`src/rtl/display_scan_ctrl_pkg.sv`:
```
// rtl/display_scan_ctrl_pkg.sv - shared types and constants for the display scan scheduler
//
// Purpose: scan state enum, digit width, position-count bound and the
//          leading-zero helper used by display_scan_ctrl.
// Ports:   none (package).
package display_scan_pkg;

  localparam int DIGIT_W    = 4;
  localparam int MAX_DIGITS = 8;

  typedef enum logic [1:0] {
    ST_IDLE  = 2'd0,
    ST_BLANK = 2'd1,
    ST_SHOW  = 2'd2
  } scan_state_e;

  // Index of the most significant nonzero digit among the first n positions.
  // Returns 0 for an all-zero frame so position 0 is always shown.
  function automatic logic [2:0] top_nonzero(
    input logic [DIGIT_W*MAX_DIGITS-1:0] frame,
    input int                            n
  );
    logic [2:0] top;
    top = '0;
    for (int i = 0; i < MAX_DIGITS; i++) begin
      if (i < n && frame[i*DIGIT_W +: DIGIT_W] != '0) begin
        top = 3'(i);
      end
    end
    return top;
  endfunction

endpackage

```
`src/rtl/display_scan_ctrl_if.sv`:
```
// rtl/display_scan_ctrl_if.sv - frame input and scan output bundle of the display scan scheduler
//
// Purpose: groups the counter-side frame inputs and the display-side outputs.
// Signals: enable, load, digits_in (from the counter datapath);
//          digit_code, digit_en, blank, frame_done (to seg7 / uio pins).
// Modports: master drives the frame side, slave is the scheduler.
interface display_scan_ctrl_if #(
  parameter int NUM_DIGITS = 4
);
  import display_scan_pkg::*;

  logic                          enable;
  logic                          load;
  logic [DIGIT_W*NUM_DIGITS-1:0] digits_in;
  logic [DIGIT_W-1:0]            digit_code;
  logic [NUM_DIGITS-1:0]         digit_en;
  logic                          blank;
  logic                          frame_done;

  modport master (
    output enable, load, digits_in,
    input  digit_code, digit_en, blank, frame_done
  );

  modport slave (
    input  enable, load, digits_in,
    output digit_code, digit_en, blank, frame_done
  );

endinterface

```
`src/rtl/display_scan_ctrl_timer.sv`:
```
// rtl/display_scan_ctrl_timer.sv - loadable phase up-counter with terminal-count flag
//
// Purpose: module scan_timer, counts cycles spent in the current scan phase.
// Ports:   clk, reset (sync, active-high)
//          load_i / load_val_i : synchronous load (takes priority over inc_i)
//          inc_i               : count up by one
//          term_i              : terminal value compared against the count
//          next_o              : value the counter holds after the coming edge
//          tc_o                : current count equals term_i
module scan_timer #(
  parameter int WIDTH = 4
) (
  input  logic             clk,
  input  logic             reset,
  input  logic             load_i,
  input  logic [WIDTH-1:0] load_val_i,
  input  logic             inc_i,
  input  logic [WIDTH-1:0] term_i,
  output logic [WIDTH-1:0] next_o,
  output logic             tc_o
);

  logic [WIDTH-1:0] count_q;
  logic [WIDTH-1:0] count_d;

  always_comb begin
    count_d = count_q;
    if (load_i) begin
      count_d = load_val_i;
    end else if (inc_i) begin
      count_d = count_q + WIDTH'(1);
    end
  end

  always_ff @(posedge clk) begin
    if (reset) begin
      count_q <= '0;
    end else begin
      count_q <= count_d;
    end
  end

  // Exposed so the parent can register outputs aligned with the next cycle.
  assign next_o = count_d;
  assign tc_o   = (count_q == term_i);

endmodule

```
`src/rtl/display_scan_ctrl.sv`:
```
// rtl/display_scan_ctrl.sv - time-multiplexed digit scan scheduler for a shared seg7 bus
//
// Purpose: latches BCD frames and rotates through NUM_DIGITS positions, each
//          slot being BLANK_CYCLES all-off cycles followed by DWELL_CYCLES lit.
// Ports:   clk, reset (sync, active-high, overrides everything)
//          bus (display_scan_ctrl_if.slave): enable, load, digits_in in;
//          digit_code, digit_en, blank, frame_done out (all registered).
// Option:  DISPLAY_SCAN_LZ_BLANK_EN - leading-zero suppression; positions above
//          the most significant nonzero digit stay dark but keep slot timing.
module display_scan_ctrl
  import display_scan_pkg::*;
#(
  parameter int NUM_DIGITS   = 4,
  parameter int DWELL_CYCLES = 10_000,
  parameter int BLANK_CYCLES = 100
) (
  input  logic                clk,
  input  logic                reset,
  display_scan_ctrl_if.slave  bus
);

  localparam int FW     = DIGIT_W * NUM_DIGITS;
  localparam int IW     = $clog2(NUM_DIGITS);
  localparam int MAXC   = (DWELL_CYCLES > BLANK_CYCLES) ? DWELL_CYCLES : BLANK_CYCLES;
  localparam int TW     = $clog2(MAXC + 1);

  localparam logic [TW-1:0] DWELL_LAST = TW'(DWELL_CYCLES - 1);
  localparam logic [TW-1:0] BLANK_LAST = TW'((BLANK_CYCLES > 0) ? BLANK_CYCLES - 1 : 0);
  localparam logic [IW-1:0] LAST_IDX   = IW'(NUM_DIGITS - 1);

  // With no blanking gap every slot starts directly in SHOW.
  localparam scan_state_e SLOT_ENTRY = (BLANK_CYCLES == 0) ? ST_SHOW : ST_BLANK;

  scan_state_e           state_q, state_d;
  logic [IW-1:0]         idx_q, idx_d;
  logic [FW-1:0]         pending_q, pending_d;
  logic [FW-1:0]         active_q, active_d;
  logic [DIGIT_W-1:0]    code_q, code_d;
  logic [NUM_DIGITS-1:0] en_q, en_d;
  logic                  blank_q, blank_d;
  logic                  fd_q, fd_d;

  logic                  boundary;
  logic                  lit;
  logic                  tmr_load;
  logic                  tmr_tc;
  logic [TW-1:0]         tmr_term;
  logic [TW-1:0]         tmr_next;

  assign tmr_term = (state_q == ST_SHOW) ? DWELL_LAST : BLANK_LAST;

  scan_timer #(
    .WIDTH (TW)
  ) u_timer (
    .clk        (clk),
    .reset      (reset),
    .load_i     (tmr_load),
    .load_val_i ('0),
    .inc_i      (state_q != ST_IDLE),
    .term_i     (tmr_term),
    .next_o     (tmr_next),
    .tc_o       (tmr_tc)
  );

  // Next-state: scan sequencing and frame capture.
  always_comb begin
    state_d   = state_q;
    idx_d     = idx_q;
    tmr_load  = 1'b0;
    boundary  = 1'b0;
    pending_d = bus.load ? bus.digits_in : pending_q;

    if (!bus.enable) begin
      state_d  = ST_IDLE;
      idx_d    = '0;
      tmr_load = 1'b1;
    end else begin
      case (state_q)
        ST_IDLE: begin
          state_d  = SLOT_ENTRY;
          idx_d    = '0;
          tmr_load = 1'b1;
          boundary = 1'b1;
        end
        ST_BLANK: begin
          if (tmr_tc) begin
            state_d  = ST_SHOW;
            tmr_load = 1'b1;
          end
        end
        ST_SHOW: begin
          if (tmr_tc) begin
            state_d  = SLOT_ENTRY;
            tmr_load = 1'b1;
            if (idx_q == LAST_IDX) begin
              idx_d    = '0;
              boundary = 1'b1;
            end else begin
              idx_d = idx_q + IW'(1);
            end
          end
        end
        default: begin
          state_d  = ST_IDLE;
          idx_d    = '0;
          tmr_load = 1'b1;
        end
      endcase
    end

    // pending_d already carries a same-cycle load, giving the bypass.
    active_d = boundary ? pending_d : active_q;
  end

`ifdef DISPLAY_SCAN_LZ_BLANK_EN
  logic [IW-1:0] lz_top_q, lz_top_d;

  always_comb begin
    lz_top_d = lz_top_q;
    if (boundary) begin
      lz_top_d = IW'(top_nonzero((DIGIT_W*MAX_DIGITS)'(active_d), NUM_DIGITS));
    end
    lit = (idx_d <= lz_top_d);
  end

  always_ff @(posedge clk) begin
    if (reset) begin
      lz_top_q <= '0;
    end else begin
      lz_top_q <= lz_top_d;
    end
  end
`else
  assign lit = 1'b1;
`endif

  // Outputs are decoded from the next state so the registers line up with it.
  always_comb begin
    code_d = '0;
    en_d   = '0;
    if (state_d != ST_IDLE) begin
      code_d = active_d[int'(idx_d)*DIGIT_W +: DIGIT_W];
    end
    if (state_d == ST_SHOW && lit) begin
      en_d = NUM_DIGITS'(1) << idx_d;
    end
    blank_d = ~(|en_d);
    fd_d    = (state_d == ST_SHOW) && (idx_d == LAST_IDX) && (tmr_next == DWELL_LAST);
  end

  always_ff @(posedge clk) begin
    if (reset) begin
      state_q   <= ST_IDLE;
      idx_q     <= '0;
      pending_q <= '0;
      active_q  <= '0;
      code_q    <= '0;
      en_q      <= '0;
      blank_q   <= 1'b1;
      fd_q      <= 1'b0;
    end else begin
      state_q   <= state_d;
      idx_q     <= idx_d;
      pending_q <= pending_d;
      active_q  <= active_d;
      code_q    <= code_d;
      en_q      <= en_d;
      blank_q   <= blank_d;
      fd_q      <= fd_d;
    end
  end

  assign bus.digit_code = code_q;
  assign bus.digit_en   = en_q;
  assign bus.blank      = blank_q;
  assign bus.frame_done = fd_q;

endmodule
```
`src/flat_wrapper.sv`:
```
// flat-port wrapper written by rule: the top's interface ports become plain ports
module display_scan_ctrl_flat import display_scan_pkg::*;
#(
  parameter int NUM_DIGITS   = 4,
  parameter int DWELL_CYCLES = 10_000,
  parameter int BLANK_CYCLES = 100
)
  (clk, reset, bus_enable, bus_load, bus_digits_in, bus_digit_code, bus_digit_en, bus_blank, bus_frame_done);
  display_scan_ctrl_if #(.NUM_DIGITS(NUM_DIGITS)) bus_i ();
  input  logic clk;
  input  logic reset;
  input wire logic [$bits(bus_i.enable)-1:0] bus_enable;
  input wire logic [$bits(bus_i.load)-1:0] bus_load;
  input wire logic [$bits(bus_i.digits_in)-1:0] bus_digits_in;
  output wire logic [$bits(bus_i.digit_code)-1:0] bus_digit_code;
  output wire logic [$bits(bus_i.digit_en)-1:0] bus_digit_en;
  output wire logic [$bits(bus_i.blank)-1:0] bus_blank;
  output wire logic [$bits(bus_i.frame_done)-1:0] bus_frame_done;
  assign bus_i.enable = bus_enable;
  assign bus_i.load = bus_load;
  assign bus_i.digits_in = bus_digits_in;
  assign bus_digit_code = bus_i.digit_code;
  assign bus_digit_en = bus_i.digit_en;
  assign bus_blank = bus_i.blank;
  assign bus_frame_done = bus_i.frame_done;
  display_scan_ctrl #(.NUM_DIGITS(NUM_DIGITS), .DWELL_CYCLES(DWELL_CYCLES), .BLANK_CYCLES(BLANK_CYCLES)) u_core (.clk(clk), .reset(reset), .bus(bus_i));
endmodule
```
`config.mk`:
```
export PLATFORM = sky130hd
export DESIGN_NAME = display_scan_ctrl_flat
export DESIGN_NICKNAME = d
export VERILOG_FILES = /design/src/rtl/display_scan_ctrl_pkg.sv /design/src/rtl/display_scan_ctrl_if.sv /design/src/rtl/display_scan_ctrl_timer.sv /design/src/rtl/display_scan_ctrl.sv /design/src/flat_wrapper.sv
export SDC_FILE = /design/constraint.sdc
export NUM_CORES = 1
export LEC_CHECK = 0
export BUFFER_PORTS_ARGS = -buffer_cell sky130_fd_sc_hd__buf_2
export CORE_MARGIN = 1.5
export CORE_UTILIZATION = 50
export CTS_BUF_LIST = sky130_fd_sc_hd__clkbuf_4 sky130_fd_sc_hd__clkbuf_8
export DETAILED_ROUTE_END_ITERATION = 10
export PLACE_DENSITY = 0.79
export SYNTH_ARGS = -nofsm -noshare
export SYNTH_HDL_FRONTEND = slang
export SYNTH_SLANG_ARGS = --single-unit
```
`constraint.sdc`:
```
create_clock -name clk -period 4.9 [get_ports clk]
set_clock_uncertainty 0.1 [all_clocks]
set_input_delay 0.245 -clock clk [delete_from_list [all_inputs] [get_ports clk]]
set_output_delay 0.245 -clock clk [all_outputs]
set_load 0.01 [all_outputs]
```
# --- Word level (Yosys, flattened, before mapping) ---
# Index checks and enable logic that the tools add are counted.
word_totals:
  regBits: 60
  inputBits: 20
  output_inout_bits: 10
classes:
  addsub: 2
  eq_ne: 7
  shifts: 2
  n_mux: 21
  n_bitwise: 2
  n_reduce_logical: 8
ops:
  columns: ["op", "count"]
  rows:
  - ["$mux W14", 3]
  - ["$mux W16", 2]
  - ["$shiftx A16 B5 Y4", 1]
  - ["$add A14 B1 Y14 const B", 1]
  - ["$eq A14 B14 Y1", 1]
  - ["$eq A14 B14 Y1 const B", 1]
  - ["$mux W2", 6]
  - ["$eq A2 B2 Y1 const B", 4]
  - ["$mux W1", 6]
  - ["$pmux W2 S3", 1]
  - ["$mux W4", 1]
  - ["$pmux W2 S2", 1]
  - ["$reduce_bool A2 Y1", 2]
  - ["$reduce_or A2 Y1", 2]
  - ["$reduce_or A4 Y1", 1]
  - ["$shl A1 B2 Y4 const A", 1]
  - ["$add A2 B1 Y2 const B", 1]
  - ["$eq A2 B1 Y1 const B", 1]
  - ["$logic_and A1 B1 Y1", 2]
  - ["$logic_not A2 Y1", 1]
  - ["$not A1 Y1", 2]
  - ["$pmux W1 S2", 1]

# --- Longest topological paths before layout ---
# Gate-level depths: netlist of run 1.
logic_depth:
  depth_word: 10
  ltp_mapped: 12
  depth_no_buf: 9

# --- Hierarchy ---
# Synthesis of run 1 repeated with hierarchy kept, for this count alone.
hier_totals:
  cells_unflattened: 334
  area_unflattened_um2: 3130.5
modules_own_cells:
  columns: ["mod", "instances", "cells_each", "area_each_um2"]
  rows:
  - ["display_scan_ctrl", 1, 201, 2068.2]
  - ["scan_timer", 1, 133, 1062.3]

# --- Worst setup path before layout of run 1 ---
# No wires, ideal clock.
synth_path:
  path_type: "register to register"
  start: "register u_core.state_q[0]"
  end: "register u_core.fd_q (netlist: u_core.bus.frame_done)"
  setup_time_ns: 0.103
  t_arrival_ns: 2.313
  required_time_ns: 4.697
  setup_slack_ns: 2.384
  stages_incl_launch_ff: 13
  path_cell_list: "dfxtp_1 > inv_1 > ha_1 > buf_6 > and3b_1 > and4_1 > buf_6 > and3_1 > buf_6 > nand3_2 > or2_0 > a21o_1 > a2111oi_2"
synth_via:
  elab_chain_cells: 9
synth_lines:
  columns: ["element", "line_no", "rtl"]
  rows:
  - ["start, declared", "display_scan_ctrl.sv:34", "scan_state_e state_q, state_d;"]
  - ["start signal, assigned", "display_scan_ctrl.sv:162", "state_q <= state_d;"]
  - ["$eq A2 B2 Y1", "display_scan_ctrl.sv:50, display_scan_ctrl.sv:78", null]
  - ["$mux W14", "display_scan_ctrl.sv:50", "assign tmr_term = (state_q == ST_SHOW) ? DWELL_LAST : BLANK_LAST;"]
  - ["$eq A14 B14 Y1", "display_scan_ctrl_timer.sv:45", "assign tc_o = (count_q == term_i);"]
  - ["$mux W1, or another cell as far along", "display_scan_ctrl.sv:86, display_scan_ctrl.sv:92", null]
  - ["$mux W1, or another cell as far along", null, null]
  - ["$mux W1 or $mux W2 (tied branches)", "display_scan_ctrl.sv:73", "if (!bus.enable) begin"]
  - ["$mux W14 or $eq A2 B2 Y1 (tied branches)", "display_scan_ctrl_timer.sv:28, display_scan_ctrl.sv:148", null]
  - ["$eq A14 B14 Y1 or $logic_and A1 B1 Y1 (tied branches)", "display_scan_ctrl.sv:148", "fd_d = (state_d == ST_SHOW) && (idx_d == LAST_IDX) && (tmr_next == DWELL_LAST);"]
  - ["$logic_and A1 B1 Y1 *", "display_scan_ctrl.sv:148", null]
  - ["end signal, assigned", "display_scan_ctrl.sv:160", "fd_q <= 1'b0;"]
  - ["end signal, assigned", "display_scan_ctrl.sv:169", "fd_q <= fd_d;"]
  - ["end, declared", "display_scan_ctrl.sv:41", "logic fd_q, fd_d;"]
# Mark *: on every way between the ends. The rest lies on a longest branch, timed or not.
# A chain may end at the register's enable or synchronous reset.

# --- Worst setup path after layout of run 1 ---
# Ends and elaborated chain as after synthesis.

==> results.toml, run 1 <==
[sta]
hold_viol_final = 0
fin_tns_setup_ns = 0
fin_crit_sh_pct = 56.3
fmax_mhz = 362
fin_ws_ns = 2.14
finalMaxSlewViolations = 0
max_slew_margin_pct = 42.1
layout_min_cycle_time_ns = 2.76
finalSetupViolations = 0
tightest_slew_ns = 0.868
holdWs_ns = 0.0583
rsz0062_at_grt = "false"

[synthesis]
seq_area_frac_synth_pct = 43.1
synth.distinct_cells = 53
synthesis.nets = 321
synth_top_cell_by_area = "dfxtp_1"
synth_area_mm2 = 0.00279
synth.avg_cell_area_um2 = 9.45
synthTopCellsByArea = "dfxtp_1 43%, mux2i_1 7.5%, nor2_1 6.7%"
synth_ff_type = "dfxtp_1"
netlist.area_leader.share_pct = 43.1
synth_edf_count = 0
synthArstFlopShare_pct = 0
postSynthCellCount = 295
ys.warnings.count = 0
ys_ff_latch = 60

[clock_network]
cts-buffers-inserted = 9
clkSinkCount = 60
clk_latency_ns = 0.34
ctsResizeCount = 0
cts_tree = "done"
h-tree-depth = 3
root_buffer = "clkbuf_8"
cts_setup_buffers = 0
clk_pin_slew_ns = 0.07
postCtsHoldBufs = 0
clockBufferDepth = 2

[floorplanning]
io-pin-count = 30
start_util_pct = 51.3
die_h_um = 77.7
rows = 27
core_area_mm2 = 0.00544
dieArea_mm2 = 0.00603
die_x_um = 77.7

[final_layout]
nFillCells = 489
nNetsFinal = 342
layout_common_cells = "60 x dfxtp_1, 50 x nor2_1, 29 x buf_2, 21 x mux2i_1, 15 x nor2b_1"
fin_cells = 392
num_antenna_cells = 0
area_growth_syn_to_layout_pct = 11.0
drive_above_1_share_pct = 22.2
final_common_cell = "dfxtp_1"

[placed_design]
gp_congestion = 0.866
hpwl_um = 3710
place_inst = 377
io_buffers = 29
pre_cts_slack_ns = 2.13

[global_route]
grt_max_degree = 39
track_usage_pct = 19.6
antenna_found_initial = 0
first_global_vias = 2070
grt_overflow = 0
grt_pass1_wl_um = 9140

[worst_hold_path]
hp-class = "primary input to flop"
worstHoldStart = "bus_digits_in[3]"

[critical_path]
cp_max_fo = 8
cp-startpoint = "u_core.state_q[0]"
critical_path_class = "flop to flop"
cp-start-kind = "flop"
cp_slowest_cell = "dfxtp_1"
end_kind = "flop"
arrival_ns = 2.89
slowest_delay_ns = 0.39
worstPathRequired_ns = 5.03
r2r_start = "u_core.state_q[0]"
crit_path_cell_trace = "inv_1 > ha_1 > and3b_1 > and4_1 > and3_1 > nand3_2 > or2_0 > a21o_1 > a2111oi_2"

[pwr]
power_frac_seq_pct = 49.5
p_comb_share_pct = 6.6
p_sw_share_pct = 22.6
pwr-share-clk_pct = 43.8
ir_worst_vdd_mv = 0.237
power.density_mw_per_mm2 = 332
leakagePower_nw = 1.29
finalPower_mw = 1.03
switching_power_uw = 232
intPower_uw = 795

[routing]
drc = 0
drt-total-wl_um = 5330
drt.antenna.violating_nets = 0
drt_iter0_drc = 94
via_count = 2063
firstDrtPassIters = 4
wl_per_cell_um = 13.6
viasPerCell = 5.26

[run]
drv_cap = 0

[outcome]
status = "finished clean"
[power groups by stage]
stage          sequential [mW]  clock (mW)  combinational (mW)
2_1_floorplan            0.518           0              0.0516
3_3_place_gp             0.519           0              0.0672
3_5_place_dp             0.520           0              0.0686
4_1_cts                  0.509       0.460              0.0692
5_1_grt                  0.510       0.484              0.0761
6_report                 0.508       0.450              0.0682
[metrics by stage]
step	utilization, %	area (µm²)
after floorplan	-	2790
after global placement	53.2	2900
after detailed placement	53.2	2900
after CTS	56.9	3100
after global routing	56.9	3100
final	56.9	3100
[kinds of logic (layout without fill, tap and decap cells)]
family | after synthesis | count (layout) | share of synthesized area, %
simple gates | 121 | 121 | 21.9
flops | 60 | 60 | 43.1
mux | 35 | 35 | 13.2
compound gates | 33 | 33 | 9.25
buf+inv | 26 | 51 | 5.52
xor+xnor | 14 | 14 | 4.40
fa+ha+maj | 6 | 6 | 2.69
[worst paths after layout]
check / slack (ns) / endpoint / cells past startpoint
worst max-delay path: 2.14 / u_core.bus.frame_done / 9
worst min-delay path: 0.06 / u_core.pending_q[3] / 3
worst max register to register: 2.14 / u_core.bus.frame_done / 9
worst min register to register: 0.39 / u_core.pending_q[3] / 2
[synth_stat cells, drive strengths merged, types with 3 or more instances]
cell type / count
dfxtp: 60
nor2: 50
mux2i: 21
nor2b: 15
mux2: 14
nand2: 14
nand3: 12
buf: 10
o21ai: 10
clkbuf: 9
inv: 7
xnor2: 7
xor2: 7
a21oi: 6
ha: 6
and2: 4
nor3: 4
a21o: 3
and3: 3
nand4: 3
[state kept, by name, indices dropped and copies added, names as in the netlist]
| signal | count |
|---|---|
| u_core.bus.blank | 1 |
| u_core.bus.digit_code | 4 |
| u_core.state_q | 2 |
| u_core.active_q | 16 |
| u_core.bus.frame_done | 1 |
| u_core.u_timer.count_q | 14 |
| u_core.idx_q | 2 |
| u_core.pending_q | 16 |
| u_core.bus.digit_en | 4 |
[critical path, delay by kind of cell (launching register included)]
kind,cells,cell delay [ns]
flops,1,0.39
fa+ha+maj,1,0.30
compound gates,2,0.53
simple gates,5,1.24
buf+inv,1,0.09
[area by class of cell]
cell class                      count  area (µm²)  area share, %
Multi-Input combinational cell    209        1430           46.3
Sequential cell                    60        1200           38.8
Clock buffer                       11         151           4.89
Timing Repair Buffer               29         145           4.69
Tap cell                           72        90.1           2.91
Clock inverter                      4        48.8           1.58
Inverter                            7        26.3          0.849
[per-layer routing]
metal | share of wire (%) | track usage, % | wire [µm] | up-vias
met5 | 0 | 0 | 0 | -
met4 | 1.5 | 8.55 | 79 | 0
met3 | 4.3 | 8.71 | 228 | 8
met2 | 49 | 31.5 | 2600 | 35
met1 | 45 | 22.6 | 2410 | 968
li1 | - | - | - | 1052
No activity file was read; power rests on OpenSTA's default activity.
==> run 2: changes to the inputs <==
--- a/config.mk
+++ b/config.mk
@@ -5,12 +5,13 @@
 export SDC_FILE = /design/constraint.sdc
 export NUM_CORES = 1
 export LEC_CHECK = 0
+export ABC_AREA = 1
 export BUFFER_PORTS_ARGS = -buffer_cell sky130_fd_sc_hd__buf_2
 export CORE_MARGIN = 1.5
 export CORE_UTILIZATION = 50
 export CTS_BUF_LIST = sky130_fd_sc_hd__clkbuf_4 sky130_fd_sc_hd__clkbuf_8
 export DETAILED_ROUTE_END_ITERATION = 10
-export PLACE_DENSITY = 0.79
+export PLACE_DENSITY = 0.81
 export SYNTH_ARGS = -nofsm -noshare
 export SYNTH_HDL_FRONTEND = slang
 export SYNTH_SLANG_ARGS = --single-unit
==> constraint.sdc (replaced) <==
create_clock -name clk -period 2.5 [get_ports clk]
set_clock_uncertainty 0.1 [all_clocks]
set_input_delay 0.125 -clock clk [delete_from_list [all_inputs] [get_ports clk]]
set_output_delay 0.125 -clock clk [all_outputs]
set_load 0.01 [all_outputs]
==> results.toml, run 2 <==
[outcome]
status = "finished clean"

[worst_hold_path]
hold_path_depth = 5
min_to = "u_core.pending_q[4]"
hp-class = "primary input to flop"
worstHoldStart = "bus_digits_in[4]"

[pwr]
ir_worst_vdd_mv = 0.450
leakagePower_nw = 1.56
power.density_mw_per_mm2 = 619

[sta]
finalMaxSlewViolations = 0
tightest_slew_ns = 0.446
fmax_mhz = 446
holdWs_ns = 0.0479
max_slew_margin_pct = 70.3
hold_viol_final = 0
finalSetupViolations = 0
fin_tns_setup_ns = 0
rsz0062_at_grt = "false"
layout_min_cycle_time_ns = 2.24
fin_crit_sh_pct = 89.8

[synthesis]
synth_edf_count = 0
synthTopCellsByArea = "dfxtp_1 40%, nor2_1 8.3%, nand2_1 7.8%"
ys.warnings.count = 0
synth.avg_cell_area_um2 = 7.53
synth_ff_type = "dfxtp_1"
synth_area_mm2 = 0.00299
ys_ff_latch = 60
yosysMostFrequentCell = "nor2_1"
netlist.area_leader.share_pct = 40.2
postSynthCellCount = 397
synthesis.nets = 423
synth.distinct_cells = 35
synthArstFlopShare_pct = 0
synthTopCellsByCount = "66 x nor2_1, 62 x nand2_1, 60 x dfxtp_1"
synth_top_cell_by_area = "dfxtp_1"
seq_area_frac_synth_pct = 40.2

[floorplanning]
start_util_pct = 53.0
io-pin-count = 30
rows = 27
die_x_um = 80.3
die_h_um = 80.3
core_area_mm2 = 0.00564
dieArea_mm2 = 0.00645

[final_layout]
nNetsFinal = 462
area_growth_syn_to_layout_pct = 16.5
num_antenna_cells = 0
drive_above_1_share_pct = 20.2
nFillCells = 463
finalInstanceArea_mm2 = 0.00348
largestRegisters = "u_core.active_q x16, u_core.pending_q x16, u_core.u_timer.count_q x14"
final_common_cell = "nor2_1"
layout_common_cells = "66 x nor2_1, 62 x nand2_1, 60 x dfxtp_1, 37 x nand3_1, 31 x inv_1"

[global_route]
grt_overflow = 0
grt_pass1_wl_um = 11400
track_usage_pct = 23.2
grt_max_degree = 31
antenna_found_initial = 0
first_global_vias = 2619

[placed_design]
io_buffers = 29
gp_congestion = 0.885
placedInstanceArea_mm2 = 0.00314
hpwl_um = 4570

[routing]
via_count = 2621
drc = 0
drt.antenna.violating_nets = 0
drt_iter0_drc = 101
viasPerCell = 5.11
wl_per_cell_um = 12.8
firstDrtPassIters = 4
drt-total-wl_um = 6570

[critical_path]
critical_path_class = "flop to flop"
cp-start-kind = "flop"
arrival_ns = 2.38
worstPathRequired_ns = 2.64
reg2reg_to = "u_core.bus.digit_code[1]"
regToRegSetupSlack_ns = 0.26
end_kind = "flop"
cp_max_fo = 17
r2r_start = "u_core.u_timer.count_q[1]"
reg2reg_depth = 12

[clock_network]
h-tree-depth = 3
clk_pin_slew_ns = 0.07
clk_latency_ns = 0.34
cts-buffers-inserted = 9
clkSinkCount = 60
clockBufferDepth = 2
ctsResizeCount = 0
cts_tree = "done"
root_buffer = "clkbuf_8"

[run]
drv_cap = 0
[run 2: changes by cell type after synthesis, moves of 15 or more]
cell,delta
inv_1,+24
nand3_1,+26
nand2_1,+48
nand2_2,+23
nor2_1,+16
nor2b_1,-15
[run 2: worst max-delay path, stage by stage (launching register included)]
cell and delay (ns):
dfxtp_1 0.37, ha_1 0.32, nand2_1 0.13, nor2_4 0.16
nand4_2 0.13, nand2_4 0.20, nand2_4 0.19, nand2_1 0.14
nand2_1 0.06, nand3_1 0.08, nand2_1 0.07, nor2_1 0.13
nor2_1 0.05
[run 2: how the worst max path moves through the flow]
| stage | slack [ns] | depth (start not counted) | from | endpoint |
|---|---|---|---|---|
| finish | 0.26 | 12 | u_core.u_timer.count_q[1] | u_core.bus.digit_code[1] |
| global route | 0.02 | 12 | u_core.u_timer.count_q[0] | u_core.bus.digit_code[0] |
| CTS | 0.25 | 12 | u_core.u_timer.count_q[1] | u_core.bus.digit_code[1] |
| detailed placement | 0.30 | 12 | u_core.u_timer.count_q[1] | u_core.bus.digit_code[0] |
| global placement | 0.30 | 12 | u_core.u_timer.count_q[0] | u_core.bus.digit_code[0] |
| floorplan | 0.65 | 13 | u_core.u_timer.count_q[0] | u_core.bus.digit_code[2] |
[run 2: metal layers]
| metal | track usage (%) | part of all wire, % | vias to the layer above |
|---|---|---|---|
| li1 | - | - | 1342 |
| met1 | 26.7 | 45 | 1211 |
| met2 | 38.3 | 49 | 59 |
| met3 | 8.75 | 4.4 | 9 |
| met4 | 9.48 | 1.9 | 0 |
| met5 | 0 | 0 | - |
[run 2: power breakdown]
part	total [mW]	switching, mW	internal, mW
registers	0.999	0.0111	0.988
logic	0.178	0.104	0.0737
clock network	0.980	0.394	0.586
total	2.16	0.510	1.65
[run 2: metrics by stage]
stage | power (mW) | setup WS [ns] | instances | utilization (%)
6_report | 2.16 | 0.256 | 513 | 61.8
5_1_grt | 2.25 | 0.0211 | 513 | 61.8
4_1_cts | 2.18 | 0.252 | 513 | 61.8
3_5_place_dp | 1.18 | 0.302 | 485 | 55.6
3_3_place_gp | 1.18 | 0.304 | 485 | 55.6
2_1_floorplan | 1.14 | 0.647 | 397 | -
[run 2: repair_timing]
item / in CTS / in global routing
endpoints found under the hold margin: 12 / 0
hold buffers: 12 / 0
setup buffers: 0 / 0
[run 2: kinds of logic after synthesis]
logic type | share of synthesized area (%)
muxes | 4.02
AOI/OAI and AO/OA | 5.40
adders and majority gates | 2.51
and+or+nand+nor | 36.3
xor gates and xnor gates | 3.22
buffers and inverters | 8.41
DFF | 40.2
[run 2: area by class of cell]
type / count / area, µm² / area share [%]
clock buffers: 10 / 138 / 3.95
repair buffers: 42 / 273 / 7.83
clock inverters: 6 / 87.6 / 2.51
inverters: 41 / 158 / 4.52
well taps: 72 / 90.1 / 2.59
multi-input cells: 282 / 1540 / 44.1
flip-flops and latches: 60 / 1200 / 34.5
